$ cat src/rtl/timer_regif_if.sv
// Single-beat memory-mapped bus between the peripheral decoder (master) and timer_regif (slave).
interface timer_regif_if #(
    parameter int unsigned ADDR_W = 4
);
    logic              bus_sel;
    logic              bus_we;
    logic [ADDR_W-1:0] bus_addr;
    logic [31:0]       bus_wdata;
    logic [31:0]       bus_rdata;
    logic              bus_ready;

    modport master (
        output bus_sel,
        output bus_we,
        output bus_addr,
        output bus_wdata,
        input  bus_rdata,
        input  bus_ready
    );

    modport slave (
        input  bus_sel,
        input  bus_we,
        input  bus_addr,
        input  bus_wdata,
        output bus_rdata,
        output bus_ready
    );
endinterface

$ cat src/rtl/timer_regif.sv
// timer_regif: CPU-facing register front end driving the ro_*/rf_* interface of the timing block.
// Optional macro TIMER_SNAPSHOT_EN: STATUS reads latch rf_currcount so CURRCOUNT reads are coherent.
module timer_regif #(
    parameter int unsigned ADDR_W   = 4,
    parameter logic [31:0] TERM_RST = 32'hFFFF_FFFF
) (
    input  logic         clk,
    input  logic         reset,
    timer_regif_if.slave bus,
    output logic         ro_trig_start,
    output logic         ro_trig_halt,
    output logic [31:0]  ro_termcount,
    input  logic         rf_status,
    input  logic [31:0]  rf_currcount,
    input  logic         rf_int,
    output logic         irq
);
    localparam logic [1:0] REG_CTRL   = 2'd0;
    localparam logic [1:0] REG_TERM   = 2'd1;
    localparam logic [1:0] REG_STATUS = 2'd2;
    localparam logic [1:0] REG_CURR   = 2'd3;

    logic [ADDR_W-1:0] addr;
    logic [1:0]        word_sel;
    logic              unused_addr_bits;

    logic              wr_ctrl;
    logic              wr_term;
    logic              wr_status;
    logic              rd_access;
    logic              rd_status;
    logic              int_edge;

    logic [31:0]       curr_rd;
    logic [31:0]       rd_val;

    logic              ready_q,  ready_d;
    logic [31:0]       rdata_q,  rdata_d;
    logic              start_q,  start_d;
    logic              halt_q,   halt_d;
    logic              ie_q,     ie_d;
    logic [31:0]       term_q,   term_d;
    logic              pend_q,   pend_d;
    logic              int_prev_q;

    // Only the word index matters; byte-lane bits and any widened upper bits alias onto the map.
    assign addr             = bus.bus_addr;
    assign word_sel         = addr[3:2];
    assign unused_addr_bits = ^addr;

    assign wr_ctrl   = bus.bus_sel &  bus.bus_we & (word_sel == REG_CTRL);
    assign wr_term   = bus.bus_sel &  bus.bus_we & (word_sel == REG_TERM);
    assign wr_status = bus.bus_sel &  bus.bus_we & (word_sel == REG_STATUS);
    assign rd_access = bus.bus_sel & ~bus.bus_we;
    assign rd_status = rd_access & (word_sel == REG_STATUS);
    assign int_edge  = rf_int & ~int_prev_q;

`ifdef TIMER_SNAPSHOT_EN
    logic [31:0] snap_q, snap_d;

    always_comb begin
        snap_d = snap_q;
        if (rd_status) begin
            snap_d = rf_currcount;
        end
    end

    always_ff @(posedge clk or negedge reset) begin
        if (!reset) begin
            snap_q <= 32'h0;
        end else begin
            snap_q <= snap_d;
        end
    end

    assign curr_rd = snap_q;
`else
    assign curr_rd = rf_currcount;
`endif

    always_comb begin
        rd_val = 32'h0;
        case (word_sel)
            REG_CTRL:   rd_val = {29'b0, ie_q, 2'b00};
            REG_TERM:   rd_val = term_q;
            REG_STATUS: rd_val = {30'b0, pend_q, rf_status};
            REG_CURR:   rd_val = curr_rd;
            default:    rd_val = 32'h0;
        endcase
    end

    always_comb begin
        ready_d = bus.bus_sel;
        rdata_d = rd_access ? rd_val : 32'h0;

        // Halt dominates when software sets both trigger bits in one write.
        start_d = wr_ctrl & bus.bus_wdata[0] & ~bus.bus_wdata[1];
        halt_d  = wr_ctrl & bus.bus_wdata[1];
        ie_d    = wr_ctrl ? bus.bus_wdata[2] : ie_q;
        term_d  = wr_term ? bus.bus_wdata : term_q;

        // A fresh rf_int edge beats a simultaneous W1C so no event is lost.
        pend_d = pend_q;
        if (wr_status && bus.bus_wdata[1]) begin
            pend_d = 1'b0;
        end
        if (int_edge) begin
            pend_d = 1'b1;
        end
    end

    always_ff @(posedge clk or negedge reset) begin
        if (!reset) begin
            ready_q    <= 1'b0;
            rdata_q    <= 32'h0;
            start_q    <= 1'b0;
            halt_q     <= 1'b0;
            ie_q       <= 1'b0;
            term_q     <= TERM_RST;
            pend_q     <= 1'b0;
            int_prev_q <= 1'b0;
        end else begin
            ready_q    <= ready_d;
            rdata_q    <= rdata_d;
            start_q    <= start_d;
            halt_q     <= halt_d;
            ie_q       <= ie_d;
            term_q     <= term_d;
            pend_q     <= pend_d;
            int_prev_q <= rf_int;
        end
    end

    assign bus.bus_ready = ready_q;
    assign bus.bus_rdata = rdata_q;
    assign ro_trig_start = start_q;
    assign ro_trig_halt  = halt_q;
    assign ro_termcount  = term_q;
    assign irq           = pend_q & ie_q;
endmodule

$ cat src/flat_wrapper.sv
// flat-port wrapper written by rule: the top's interface ports become plain ports
module timer_regif_flat 
#(
    parameter int unsigned ADDR_W   = 4,
    parameter logic [31:0] TERM_RST = 32'hFFFF_FFFF
)
  (clk, reset, ro_trig_start, ro_trig_halt, ro_termcount, rf_status, rf_currcount, rf_int, irq, bus_bus_sel, bus_bus_we, bus_bus_addr, bus_bus_wdata, bus_bus_rdata, bus_bus_ready);
  timer_regif_if #(.ADDR_W(ADDR_W)) bus_i ();
  input  logic clk;
  input  logic reset;
  output logic ro_trig_start;
  output logic ro_trig_halt;
  output logic [31:0] ro_termcount;
  input  logic rf_status;
  input  logic [31:0] rf_currcount;
  input  logic rf_int;
  output logic irq;
  input wire logic [$bits(bus_i.bus_sel)-1:0] bus_bus_sel;
  input wire logic [$bits(bus_i.bus_we)-1:0] bus_bus_we;
  input wire logic [$bits(bus_i.bus_addr)-1:0] bus_bus_addr;
  input wire logic [$bits(bus_i.bus_wdata)-1:0] bus_bus_wdata;
  output wire logic [$bits(bus_i.bus_rdata)-1:0] bus_bus_rdata;
  output wire logic [$bits(bus_i.bus_ready)-1:0] bus_bus_ready;
  assign bus_i.bus_sel = bus_bus_sel;
  assign bus_i.bus_we = bus_bus_we;
  assign bus_i.bus_addr = bus_bus_addr;
  assign bus_i.bus_wdata = bus_bus_wdata;
  assign bus_bus_rdata = bus_i.bus_rdata;
  assign bus_bus_ready = bus_i.bus_ready;
  timer_regif #(.ADDR_W(ADDR_W), .TERM_RST(TERM_RST)) u_core (.clk(clk), .reset(reset), .bus(bus_i), .ro_trig_start(ro_trig_start), .ro_trig_halt(ro_trig_halt), .ro_termcount(ro_termcount), .rf_status(rf_status), .rf_currcount(rf_currcount), .rf_int(rf_int), .irq(irq));
endmodule
$ cat config.mk
export PLATFORM = sky130hd
export DESIGN_NAME = timer_regif_flat
export DESIGN_NICKNAME = d
export VERILOG_FILES = /design/src/rtl/timer_regif_if.sv /design/src/rtl/timer_regif.sv /design/src/flat_wrapper.sv
export SDC_FILE = /design/constraint.sdc
export NUM_CORES = 1
export LEC_CHECK = 0
export CAP_MARGIN = 5
export CORE_UTILIZATION = 43
export CTS_CLUSTER_SIZE = 14
export DETAILED_ROUTE_END_ITERATION = 10
export GPL_ROUTABILITY_DRIVEN = 0
export PLACE_DENSITY = 0.86
export SLEW_MARGIN = 30
export SYNTH_ARGS = -nofsm -noshare
export SYNTH_HDL_FRONTEND = slang
export SYNTH_SLANG_ARGS = --single-unit
$ cat constraint.sdc
create_clock -name clk -period 1.6 [get_ports clk]
set_input_delay 0.32 -clock clk [delete_from_list [all_inputs] [get_ports clk]]
set_output_delay 0.32 -clock clk [all_outputs]
set_load 0.005 [all_outputs]
== Word level (Yosys, flattened, before mapping) ==
Cells that the tools add are included.
Word-level totals
  register bits: 70
  latch bits: 0
  memory bits (writable): 0
  bits in read-only memories: 0
  input port bits: 74
  output and inout port bits: 68
  memories kept: 0
Operators by class
  add/sub/neg operators: 0
  multiply operators: 0
  div/mod/pow operators: 0
  $lt $le $gt $ge: 0
  eq/ne operators: 3
  shift operators: 0
  mux-type cells: 4
  bitwise operators: 13
  reduce and logical (&&, ||, !) cells: 3
Operators with widths (count)
  32-bit one-hot mux with 4 select lines: 1
  32-bit 2-to-1 mux: 1
  1-bit AND: 10
  2-bit equality test (second input constant): 2
  1-bit inverter: 3
  2-bit by 1-bit equality test with 1-bit output (second input constant): 1
  2-bit zero test: 1
  1-bit 2-to-1 mux: 2
  2-bit nonzero test: 1
  1-bit logical AND: 1

== Logic depth before layout (Yosys ltp) ==
  word-level depth: 5
  gate-level depth with buffers: 5

== Worst setup path after synthesis ==
Ideal clock, no wire load.
  path type: in2reg
  from: input bus_bus_addr[3]
  to: register u_core.ie_q
  arrival: 1.085 ns
  slack: 0.390 ns
  stages on the path: 3
  cells stage by stage: buf_2 > nor3_1 > mux2_2
On the way
  word-level cells in the longest chain between the ends: 2
RTL lines
  start: declaration: RTL line flat_wrapper.sv:20  | input wire logic [$bits(bus_i.bus_addr)-1:0] bus_bus_addr;
  2-bit zero test: RTL line timer_regif.sv:51  | assign wr_ctrl = bus.bus_sel & bus.bus_we & (word_sel == REG_CTRL);
  1-bit AND: RTL line timer_regif.sv:51
  end signal: assignment: RTL line timer_regif.sv:127  | ie_q <= ie_d;
  end: declaration: RTL line timer_regif.sv:41  | logic ie_q, ie_d;
Every way passes these cells.
A chain may end at the register's enable or synchronous reset.

== Worst setup path in the final report ==
  from: register u_core.rdata_q[27], in the netlist u_core.bus.bus_rdata[27]
  to: output bus_bus_rdata[27]
RTL lines
  start: declaration: RTL line timer_regif.sv:38  | logic [31:0] rdata_q, rdata_d;
  start signal: assignment: RTL line timer_regif.sv:124  | rdata_q <= rdata_d;
  end: declaration: RTL line flat_wrapper.sv:22  | output wire logic [$bits(bus_i.bus_rdata)-1:0] bus_bus_rdata;
No word-level cell between the ends.

==> impl_metrics.json <==
{
  "status": "completed",
  "hpwl_um": 4602,
  "dominantRegCellSynth": "dfrtp_1",
  "power.density_nw_per_um2": 988.9,
  "grtUsageTotal_pct": 20.59,
  "cts_buffer_depth": 2,
  "cts_htree_levels": 3,
  "ys_seq_elements": 70,
  "grt_pass1_wl_um": 10010,
  "rsz0062_at_grt": "no",
  "total_power_mw": 4.415,
  "finalHoldViolations": 0,
  "worst_path_max_delay_cell": "clkdlybuf4s50_1",
  "leakage_nw": 2.035,
  "multiInputGateArea_um2": 915.9,
  "timing.fmax_mhz": 674.5,
  "totalWireLength_um": 6662,
  "netlist_top_cells_area": "dfrtp_1 (34%), dfstp_2 (30%), mux2_2 (13%), mux2i_1 (11%), nor2_1 (3.9%)",
  "worst_slack_ns": 0.1174,
  "drive_above_1_share_pct": 27.32,
  "required_ns": 1.28,
  "setup_viol": 0,
  "irDropWorstVdd_v": 0.0007816,
  "drc": 0,
  "cp_max_fo": 1,
  "yosysTopAreaCell": "dfrtp_1",
  "die_x_um": 82.30,
  "synth_area_um2": 2773,
  "avgSynthCellArea_um2": 14.29,
  "vias": 2083,
  "n_antenna_cell": 0,
  "gr-total-overflow": 0,
  "critPathCaptureType": "output port",
  "cts_sinks": 70,
  "area_growth_pct": 61.01,
  "post-place-ws_ns": -0.06674,
  "crit_type": "flip-flop to output port",
  "dr.first_iter.drc_count": 79,
  "slew_viol_final": 0,
  "yosysTopAreaCellShare_pct": 34.30,
  "synthArstFlopShare_pct": 100.0,
  "clock_latency_ns": 0.33,
  "ios": 142,
  "start_util_pct": 45.75,
  "regArea_um2": 1792,
  "dr.pass1.iters": 2,
  "fillers": 431,
  "crit_family": "buffers and inverters",
  "hold_class": "primary input to async pin",
  "cts_tree": "yes",
  "port_buffers": 139,
  "cp_num_buf_inv": 1,
  "crit_path_start_kind": "flip-flop",
  "yosys_warnings": 0,
  "synth_common_cells": "dfrtp_1 (38), mux2_2 (33), dfstp_2 (32)",
  "r2r_cells": 4,
  "timing.final.crit_share_pct": 92.66,
  "antenna_found_initial": 0,
  "worstPathArrival_ns": 1.16,
  "ant_nets": 0,
  "synth.most_common_cell": "dfrtp_1",
  "finalClockSkew_ns": 0.01063,
  "fin_crit_ns": 1.483,
  "wl_per_cell_um": 15.49,
  "synth_cell_types": 21,
  "synth_edf_count": 0,
  "setup-tns-final_ns": 0,
  "root_buffer": "clkbuf_8",
  "num_rows": 28,
  "seq_area_frac_synth_pct": 64.62,
  "first_global_vias": 2121,
  "syn-instance-count": 194,
  "crit_chain": "clkdlybuf4s50_1",
  "cpPeakStageDelay_ns": 0.50,
  "maxCapViolations": 0,
  "slew_headroom_pct": 75.21,
  "grt_start_max_net_pins": 71,
  "die_area_um2": 6773,
  "die_y_um": 82.30,
  "viasPerCell": 4.844,
  "path_clk_slew_ns": 0.07,
  "tightest_slew_ns": 0.3719,
  "core_area_um2": 6061,
  "worstSetupPathDepth": 1,
  "synth_nets": 268,
  "cts_inserted_buffers": 9,
  "finalHoldWorstSlack_ns": 0.006377,
  "finalNetCount": 424
}
## final timing paths
| check | start | end | slack [ns] |
|---|---|---|---|
| setup / recovery | u_core.bus.bus_rdata[27] | bus_bus_rdata[27] | 0.12 |
| hold / removal | reset | u_core.bus.bus_rdata[1] | 0.006 |
| setup reg to reg | u_core.ie_q | u_core.bus.bus_rdata[2] | 0.51 |
| hold reg to reg | u_core.int_prev_q | u_core.pend_q | 0.44 |
| max in group asynchronous | reset | u_core.ro_termcount[9] | 1.24 |
| min in group clk | u_core.int_prev_q | u_core.pend_q | 0.44 |
## registers in the layout, summed over array words and instances (netlist names)
register              flops
u_core.bus.bus_rdata     32
u_core.pend_q             1
u_core.ro_trig_halt       1
u_core.ie_q               1
u_core.ro_trig_start      1
u_core.ro_termcount      32
u_core.int_prev_q         1
u_core.bus.bus_ready      1
## kinds of logic after synthesis
logic type / count (synthesis) / share of synthesized area, %
DFF: 70 / 64.62
and+or+nand+nor: 40 / 6.543
AOI/OAI and AO/OA: 8 / 1.895
buffers and inverters: 12 / 2.346
muxes: 64 / 24.59
## repair_timing
action	in CTS	in global routing
buffers inserted	7	0
hold buffers	0	0
gates resized for setup	33	0
setup endpoints to repair	33	0
## cell type report
type | instances | share of cell area, %
clock inverters | 3 | 0.3363
flip-flops and latches | 70 | 40.13
multi-input cells | 112 | 20.52
well taps | 75 | 2.102
inverters | 1 | 0.08408
clock buffers | 13 | 3.111
repair buffers | 156 | 33.72
## where the power goes
group          internal [mW]  switching, mW  leakage (nW)  total, mW
clock                  0.558          0.604        0.0812       1.16
sequential              2.12          0.132         0.848       2.25
combinational          0.653          0.348          1.11       1.00
total                   3.33           1.08          2.04       4.41
## per-stage QoR
step | std cells | utilization [%] | cell area [um2]
CTS | 430 | 73.66 | 4464
global placement | 407 | 70.93 | 4299
finish | 430 | 73.66 | 4464
detailed placement | 407 | 70.93 | 4299
global route | 430 | 73.66 | 4464
floorplan | 194 | - | 2773
## cells in the final DEF, fill, tap and decap left out, types with 4 or more instances in the layout
cell               n
clkdlybuf4s50_1  104
dfrtp_1           38
mux2_2            33
dlygate4sd2_1     33
dfstp_2           32
mux2i_1           31
nor2_1            29
buf_4             14
clkbuf_8           9
a211oi_1           4
clkbuf_1           4
## per-layer routing
layer	wire, um	global-route usage (%)	vias to the layer above
met4	127	9.123	0
met5	0	0	-
li1	-	-	979
met3	543	6.813	13
met1	2456	21.64	1003
met2	3534	37.19	88
Power figures use the tool's default switching activity.
